File: config.mk
export PLATFORM = sky130hd
export DESIGN_NAME = bmp_slave_tx
export DESIGN_NICKNAME = d
export VERILOG_FILES = /design/src/rtl/bmp_pkg.sv /design/src/rtl/bmp_out_slot.sv /design/src/rtl/bmp_slave_tx.sv
export SDC_FILE = /design/constraint.sdc
export NUM_CORES = 1
export LEC_CHECK = 0
export CORE_UTILIZATION = 40
export DETAILED_ROUTE_END_ITERATION = 10
export SYNTH_ARGS = -nofsm -noshare
export SYNTH_HDL_FRONTEND = slang
export SYNTH_SLANG_ARGS = --single-unit
File: constraint.sdc
create_clock -name clk -period 9.5 [get_ports clk]
set_input_delay 1.425 -clock clk [delete_from_list [all_inputs] [get_ports clk]]
set_output_delay 1.425 -clock clk [all_outputs]
set_load 0.05 [all_outputs]
File: src/rtl/bmp_pkg.sv
// BMP stream package: FSM states, BMP header constants and header word builder.
// Shared by the slave-side producer (bmp_slave_tx) and the scheduler side (BMP_OFF_BITS).
// hdr_word() returns one little-endian 32-bit word of the 56-byte padded header.
package bmp_pkg;

  typedef enum logic [2:0] {
    ST_IDLE,
    ST_SETUP,
    ST_HDR,
    ST_PIX,
    ST_DONE
  } state_t;

  localparam int BMP_HDR_BYTES = 54;
  localparam int BMP_OFF_BITS  = 56;  // 54-byte header + 2 pad bytes
  localparam int BMP_HDR_WORDS = 14;
  localparam int BMP_INFO_SIZE = 40;
  localparam int BMP_BPP       = 24;

  // Word k holds header bytes 4k..4k+3, byte 4k in bits [7:0].
  // Fields straddle word boundaries at 16-bit offsets, so each word is
  // built from the upper half of one field and the lower half of the next.
  // Offset, info size and the 12-bit width/height have zero upper halves.
  function automatic logic [31:0] hdr_word(
    input logic [3:0]  index,
    input logic [31:0] file_size,
    input logic [11:0] width,
    input logic [11:0] height,
    input logic [25:0] img_bytes,
    input logic [31:0] xppm,
    input logic [31:0] yppm
  );
    logic [31:0] img32;
    logic [31:0] w;
    img32 = {6'd0, img_bytes};
    case (index)
      4'd0:    w = {file_size[15:0], 16'h4D42};          // "BM", size lo
      4'd1:    w = {16'h0000, file_size[31:16]};         // size hi, reserved
      4'd2:    w = {16'(BMP_OFF_BITS), 16'h0000};        // reserved, offset lo
      4'd3:    w = {16'(BMP_INFO_SIZE), 16'h0000};       // offset hi, info lo
      4'd4:    w = {4'h0, width, 16'h0000};              // info hi, width lo
      4'd5:    w = {4'h0, height, 16'h0000};             // width hi, height lo
      4'd6:    w = {16'd1, 16'h0000};                    // height hi, planes
      4'd7:    w = {16'h0000, 16'(BMP_BPP)};             // bpp, compression lo
      4'd8:    w = {img32[15:0], 16'h0000};              // compression hi, img lo
      4'd9:    w = {xppm[15:0], img32[31:16]};           // img hi, xppm lo
      4'd10:   w = {yppm[15:0], xppm[31:16]};            // xppm hi, yppm lo
      4'd11:   w = {16'h0000, yppm[31:16]};              // yppm hi, colours lo
      default: w = '0;                                   // colours, pad
    endcase
    return w;
  endfunction

endpackage

File: src/rtl/bmp_out_slot.sv
// Single registered word slot between the producer and the scheduler slave port.
// Latency: 1 cycle from load to out_valid; full throughput (load while draining).
// Backpressure: out_data held stable while out_valid && !out_ready; in_ready = !out_valid || out_ready.
// Ports: clk, rst_n; in_valid/in_ready/in_data (load side); out_valid/out_ready/out_data (port side).
module bmp_out_slot #(
  parameter int W = 32
) (
  input  logic         clk,
  input  logic         rst_n,
  input  logic         in_valid,
  output logic         in_ready,
  input  logic [W-1:0] in_data,
  output logic         out_valid,
  input  logic         out_ready,
  output logic [W-1:0] out_data
);

  assign in_ready = !out_valid || out_ready;

  always_ff @(posedge clk or negedge rst_n) begin
    if (!rst_n) begin
      out_valid <= 1'b0;
      out_data  <= '0;
    end else if (in_valid && in_ready) begin
      out_valid <= 1'b1;
      out_data  <= in_data;
    end else if (out_ready) begin
      out_valid <= 1'b0;
    end
  end

endmodule

File: src/rtl/bmp_slave_tx.sv
// Streams one BMP image per start: 14-word generated header, then pixel words from the source.
// Latency: header word 0 valid 2 cycles after start; one word per cycle when unblocked.
// Backpressure: slv_ready low freezes state, counters and slv_data; src_ready follows slot space.
// Ports: start/cfg_* (request), src_* (pixel source), slv_* (scheduler slave port), busy/done/err.
module bmp_slave_tx
  import bmp_pkg::*;
#(
  parameter int DATA_BUS_SIZE = 32,
  parameter int XPPM          = 2835,
  parameter int YPPM          = 2835
) (
  input  logic                     clk,
  input  logic                     rst_n,
  input  logic                     start,
  input  logic [1:0]               cfg_mode,
  input  logic [7:0]               cfg_data_proc,
  input  logic [11:0]              cfg_width,
  input  logic [11:0]              cfg_height,
  input  logic [DATA_BUS_SIZE-1:0] src_data,
  input  logic                     src_valid,
  output logic                     src_ready,
  output logic [1:0]               slv_mode,
  output logic                     slv_data_valid,
  output logic [DATA_BUS_SIZE-1:0] slv_data,
  output logic [7:0]               slv_data_proc,
  input  logic                     slv_ready,
  output logic                     busy,
  output logic                     done,
  output logic                     err
);

  state_t state, state_nxt;

  logic [1:0]  mode_r;
  logic [7:0]  dp_r;
  logic [11:0] width_r;
  logic [11:0] height_r;

  logic [13:0] stride;
  logic [25:0] img_bytes;
  logic [31:0] file_size;
  logic [23:0] pix_words;

  logic [3:0]  hdr_idx;
  logic [23:0] pulled;
  logic [23:0] sent;
  logic        slot_is_pix;   // word currently in the slot is a pixel word
  logic        err_q;

  logic                     slot_in_valid;
  logic                     slot_in_ready;
  logic [DATA_BUS_SIZE-1:0] slot_in_data;
  logic                     slot_load;
  logic                     slv_hs;
  logic                     cfg_ok;
  logic                     more_pix;

  assign cfg_ok = (cfg_width != 12'd0) && (cfg_height != 12'd0) &&
                  ((cfg_mode == 2'b01) || (cfg_mode == 2'b10));

  // Derived from the latched config, so stable from SETUP onward.
  // Rows are padded to 4 bytes, so pix_words is an exact division.
  assign stride    = (({2'b00, width_r} * 14'd3) + 14'd3) & ~14'd3;
  assign img_bytes = {12'd0, stride} * {14'd0, height_r};
  assign file_size = {6'd0, img_bytes} + 32'(BMP_OFF_BITS);
  assign pix_words = img_bytes[25:2];

  assign more_pix  = (pulled < pix_words);
  assign slot_load = slot_in_valid && slot_in_ready;
  assign slv_hs    = slv_data_valid && slv_ready;

  always_ff @(posedge clk or negedge rst_n) begin
    if (!rst_n) state <= ST_IDLE;
    else        state <= state_nxt;
  end

  always_comb begin
    state_nxt     = state;
    slot_in_valid = 1'b0;
    slot_in_data  = '0;
    src_ready     = 1'b0;
    case (state)
      ST_IDLE: begin
        if (start && cfg_ok) state_nxt = ST_SETUP;
      end
      ST_SETUP, ST_HDR: begin
        slot_in_valid = 1'b1;
        slot_in_data  = hdr_word(hdr_idx, file_size, width_r, height_r, img_bytes,
                                 32'(XPPM), 32'(YPPM));
        if (slot_load) begin
          if (state == ST_SETUP)
            state_nxt = ST_HDR;
          else if (hdr_idx == 4'(BMP_HDR_WORDS - 1))
            state_nxt = ST_PIX;
        end
      end
      ST_PIX: begin
        src_ready     = more_pix && slot_in_ready;
        slot_in_valid = src_valid && more_pix;
        slot_in_data  = src_data;
        // Finish on the handshake of the last pixel word, not on its pull.
        if (slv_hs && slot_is_pix && ((sent + 24'd1) == pix_words))
          state_nxt = ST_DONE;
      end
      ST_DONE: begin
        state_nxt = ST_IDLE;
      end
      default: state_nxt = ST_IDLE;
    endcase
  end

  always_ff @(posedge clk or negedge rst_n) begin
    if (!rst_n) begin
      mode_r      <= 2'b00;
      dp_r        <= 8'd0;
      width_r     <= 12'd0;
      height_r    <= 12'd0;
      hdr_idx     <= 4'd0;
      pulled      <= 24'd0;
      sent        <= 24'd0;
      slot_is_pix <= 1'b0;
      err_q       <= 1'b0;
    end else begin
      err_q <= (state == ST_IDLE) && start && !cfg_ok;
      // Config is captured at the accepting start edge so it is already
      // frozen during SETUP; later cfg changes cannot leak in.
      if ((state == ST_IDLE) && start && cfg_ok) begin
        mode_r   <= cfg_mode;
        dp_r     <= cfg_data_proc;
        width_r  <= cfg_width;
        height_r <= cfg_height;
        hdr_idx  <= 4'd0;
        pulled   <= 24'd0;
        sent     <= 24'd0;
      end
      if (slot_load) begin
        slot_is_pix <= (state == ST_PIX);
        if ((state == ST_SETUP) || (state == ST_HDR)) hdr_idx <= hdr_idx + 4'd1;
      end
      if ((state == ST_PIX) && src_valid && src_ready) pulled <= pulled + 24'd1;
      if ((state == ST_PIX) && slv_hs && slot_is_pix)  sent   <= sent + 24'd1;
    end
  end

  bmp_out_slot #(.W(DATA_BUS_SIZE)) u_slot (
    .clk       (clk),
    .rst_n     (rst_n),
    .in_valid  (slot_in_valid),
    .in_ready  (slot_in_ready),
    .in_data   (slot_in_data),
    .out_valid (slv_data_valid),
    .out_ready (slv_ready),
    .out_data  (slv_data)
  );

  assign busy          = (state != ST_IDLE);
  assign done          = (state == ST_DONE);
  assign err           = err_q;
  assign slv_mode      = busy ? mode_r : 2'b00;
  assign slv_data_proc = busy ? dp_r : 8'd0;

endmodule

==> reports/results.ini <==
[die]
coreArea_mm2 = 0.0335
initial_core_util_pct = 40.6
num_io_pins = 118
die_height_um = 186
num_rows = 67
fp.dieArea_mm2 = 0.0347
die_w_um = 186

[clocking]
cts.path.max_buffers = 2
cts_tree = done
cts_hold_buf = 0
cts_inserted_buffers = 17
clk_latency_ps = 430
cts_htree_levels = 4
cts_root_buf = clkbuf_16
cts.clk_slew.worst_paths_ps = 60
cts.sinks = 124

[synthesis]
avgSynthCellArea_um2 = 8.63
ys_seq_area_share_pct = 22.8
synth_largest_area_cell = dfrtp_1
synth_warnings = 0
synth_top_area_share_pct = 22.8
ys_ff_latch = 124
synth_edf_count = 0
syn_inst = 1577
ys_types = 86
yosys-top-cells-area = dfrtp_1 23%, fa_1 15%, ha_1 10%, nand2_1 6.3%, inv_1 3.8%
synth_ff_type = dfrtp_1
syn-cell-area_mm2 = 0.0136
synth-async-reset-ratio_pct = 100
syn_nets = 1860

[sta]
whs_ps = 489
fin_ws_ps = -264
finalSetupViolCount = 1
min_period_over_period_pct = 103
worst_slew_pin_slew_ps = 1250
period_needed_ps = 9760
slew_viol_final = 0
fin_skew_ps = 13.7
finalSetupTns_ps = -264
max_freq_ghz = 0.102
max-slew-margin-rel_pct = 16.5
finalHoldViolCount = 0
rsz0062_at_grt = true

[place]
port_buffers = 117
dpl_cell_area_mm2 = 0.0159
dp_hpwl_mm = 32.9
gp_congestion = 0.969
dp_cells = 2177

[worst_setup_path]
critPathBufInv = 4
required_ps = 8080
worstSetupStartpointType = flop
cp_slowest_cell = fa_2
crit_path_max_fanout = 4
critPathCaptureType = primary output
crit_family = adder cells
critPathMaxStageDelay_ps = 570
worst-setup-path-type = reg2out
arrival_ps = 8340

[power]
p_leak_nw = 8.09
power_density_mw_per_mm2 = 92.0
ir_worst_vdd_v = 0.000115

[status]
violations = negative setup slack
status = finished, violations left

[drt]
first_pass_iters = 5
ant_nets = 0
drc = 0
routed_wl_mm = 42.7
routedLengthMet1_mm = 19.9
top_layer_used = met4
wl_per_cell_um = 19.1
drt-initial-drc-count = 850
wl_met2_mm = 20.1
met3_wirelength_mm = 1.84
vias_per_cell = 5.50
vias = 12300

[global_route]
grt-ovfl-total = 0
grt_pass1_wl_mm = 69.3
grt_use_total_pct = 25.1
antenna_found_initial = 0
grt_pass1_vias = 12500
grt_start_max_net_pins = 75

[finish]
utilization_pct = 51.3
drive_gt1_share_pct = 18.1
antenna_cells = 0
nets = 2055
final_cells = 2232
stdcell_area_mm2 = 0.0172
syn_to_final_growth_pct = 26.5

[worst_hold_path]
hold_class = reg2reg

[flow_run]
drv_cap = 0

path summary, 6_finish.rpt:
path	start	to	slack (ps)	cells after the start
setup reg to reg	width_r[2]	u_slot.out_data[14]	830	36
hold reg to reg	mode_r[0]	mode_r[0]	490	2
setup / recovery	width_r[2]	src_ready	-260	32
hold / removal	mode_r[0]	mode_r[0]	490	2
max in group asynchronous	rst_n	sent[7]	6960	2
min in group asynchronous	rst_n	dp_r[0]	1030	1
metal layers:
layer / global-route usage, % / vias up
met5: 0 / -
met4: 6.58 / 0
met3: 3.63 / 44
met2: 41.1 / 310
met1: 34.7 / 6092
li1: - / 5823
tightest hold or removal path: cells and delay by family, from the launching register on:
kind | cells | cell delay (ps)
simple gates | 1 | 50
compound gates | 1 | 60
flops | 1 | 350
power by group:
part,internal [mW],leakage (nW),switching [mW]
sequential,0.554,1.69,0.0293
combinational,0.120,6.11,0.222
clock,0.393,0.283,0.265
total,1.07,8.09,0.516
cells in the final DEF, fill, tap and decap left out, types with 22 or more instances in the layout:
master           instances
and2_1                  69
nor3_1                  44
nand3_1                 39
xnor2_1                 49
dfrtp_1                122
nor2_1                  71
a21oi_1                 62
clkdlybuf4s50_1        115
nand2_1                223
fa_1                    95
and3_1                  22
mux2_2                  34
inv_1                  131
buf_4                  135
o21ai_0                 76
ha_1                    95
final cells by class:
type	instances	area (µm²)
clock buffers	18	439
clock inverters	13	143
fillers	3157	16300
inverters	139	522
multi-input cells	1233	10200
flip-flops and latches	124	3110
well taps	448	561
repair buffers	257	2260
state kept, by name (all words and copies together), names as in the netlist, 2 cells and up:
name             count
mode_r               2
width_r             12
hdr_idx              4
dp_r                 8
sent                24
u_slot.out_data     32
state                3
pulled              24
height_r            12
metrics by stage:
| stage | worst slack (ps) | power [mW] |
|---|---|---|
| 2_1_floorplan | 26.8 | 0.794 |
| 4_1_cts | -117 | 1.59 |
| 6_report | -264 | 1.58 |
| 5_1_grt | -503 | 1.64 |
| 3_5_place_dp | -214 | 0.928 |
| 3_3_place_gp | -105 | 0.921 |
synthesized netlist by cell type, drive strengths merged (6+ instances only):
cell and number:
nor3 45, or3 7, o2111ai 6, o31ai 11, and2 70, o211ai 14
clkbuf 66, nand2 230, xor2 21, or2 9, o21ai 82, nand2b 11
dfrtp 124, a31oi 16, xnor2 54, buf 15, nor4 18, a211o 6
a21o 17, and3 23, a21oi 77, a221oi 7, a211oi 10, nand3 40
o21a 8, ha 112, nor2b 18, mux2i 9, mux2 34, nor3b 8
inv 139, nand4 18, o21bai 6, fa 100, nor2 72
cell families (layout without fill, tap and decap cells):
logic type | Yosys count | in the layout | share of synthesized area [%]
AND/OR/NAND/NOR | 588 | 588 | 21.6
AO/OA/AOI/OAI | 312 | 312 | 15.4
buffers and inverters | 220 | 427 | 6.32
adder cells (fa/ha/maj) | 212 | 212 | 25.0
flip-flops | 124 | 124 | 22.8
XOR/XNOR | 78 | 78 | 5.44
multiplexers | 43 | 43 | 3.48
timing repair:
action | 4_1_cts | 5_1_grt
endpoints found under the hold margin | 0 | 0
pin swaps | 84 | 27
setup buffers | 19 | 6
setup endpoints to repair | 1 | 1
gates resized for setup | 73 | 20
(Power assumes the default switching activity.)
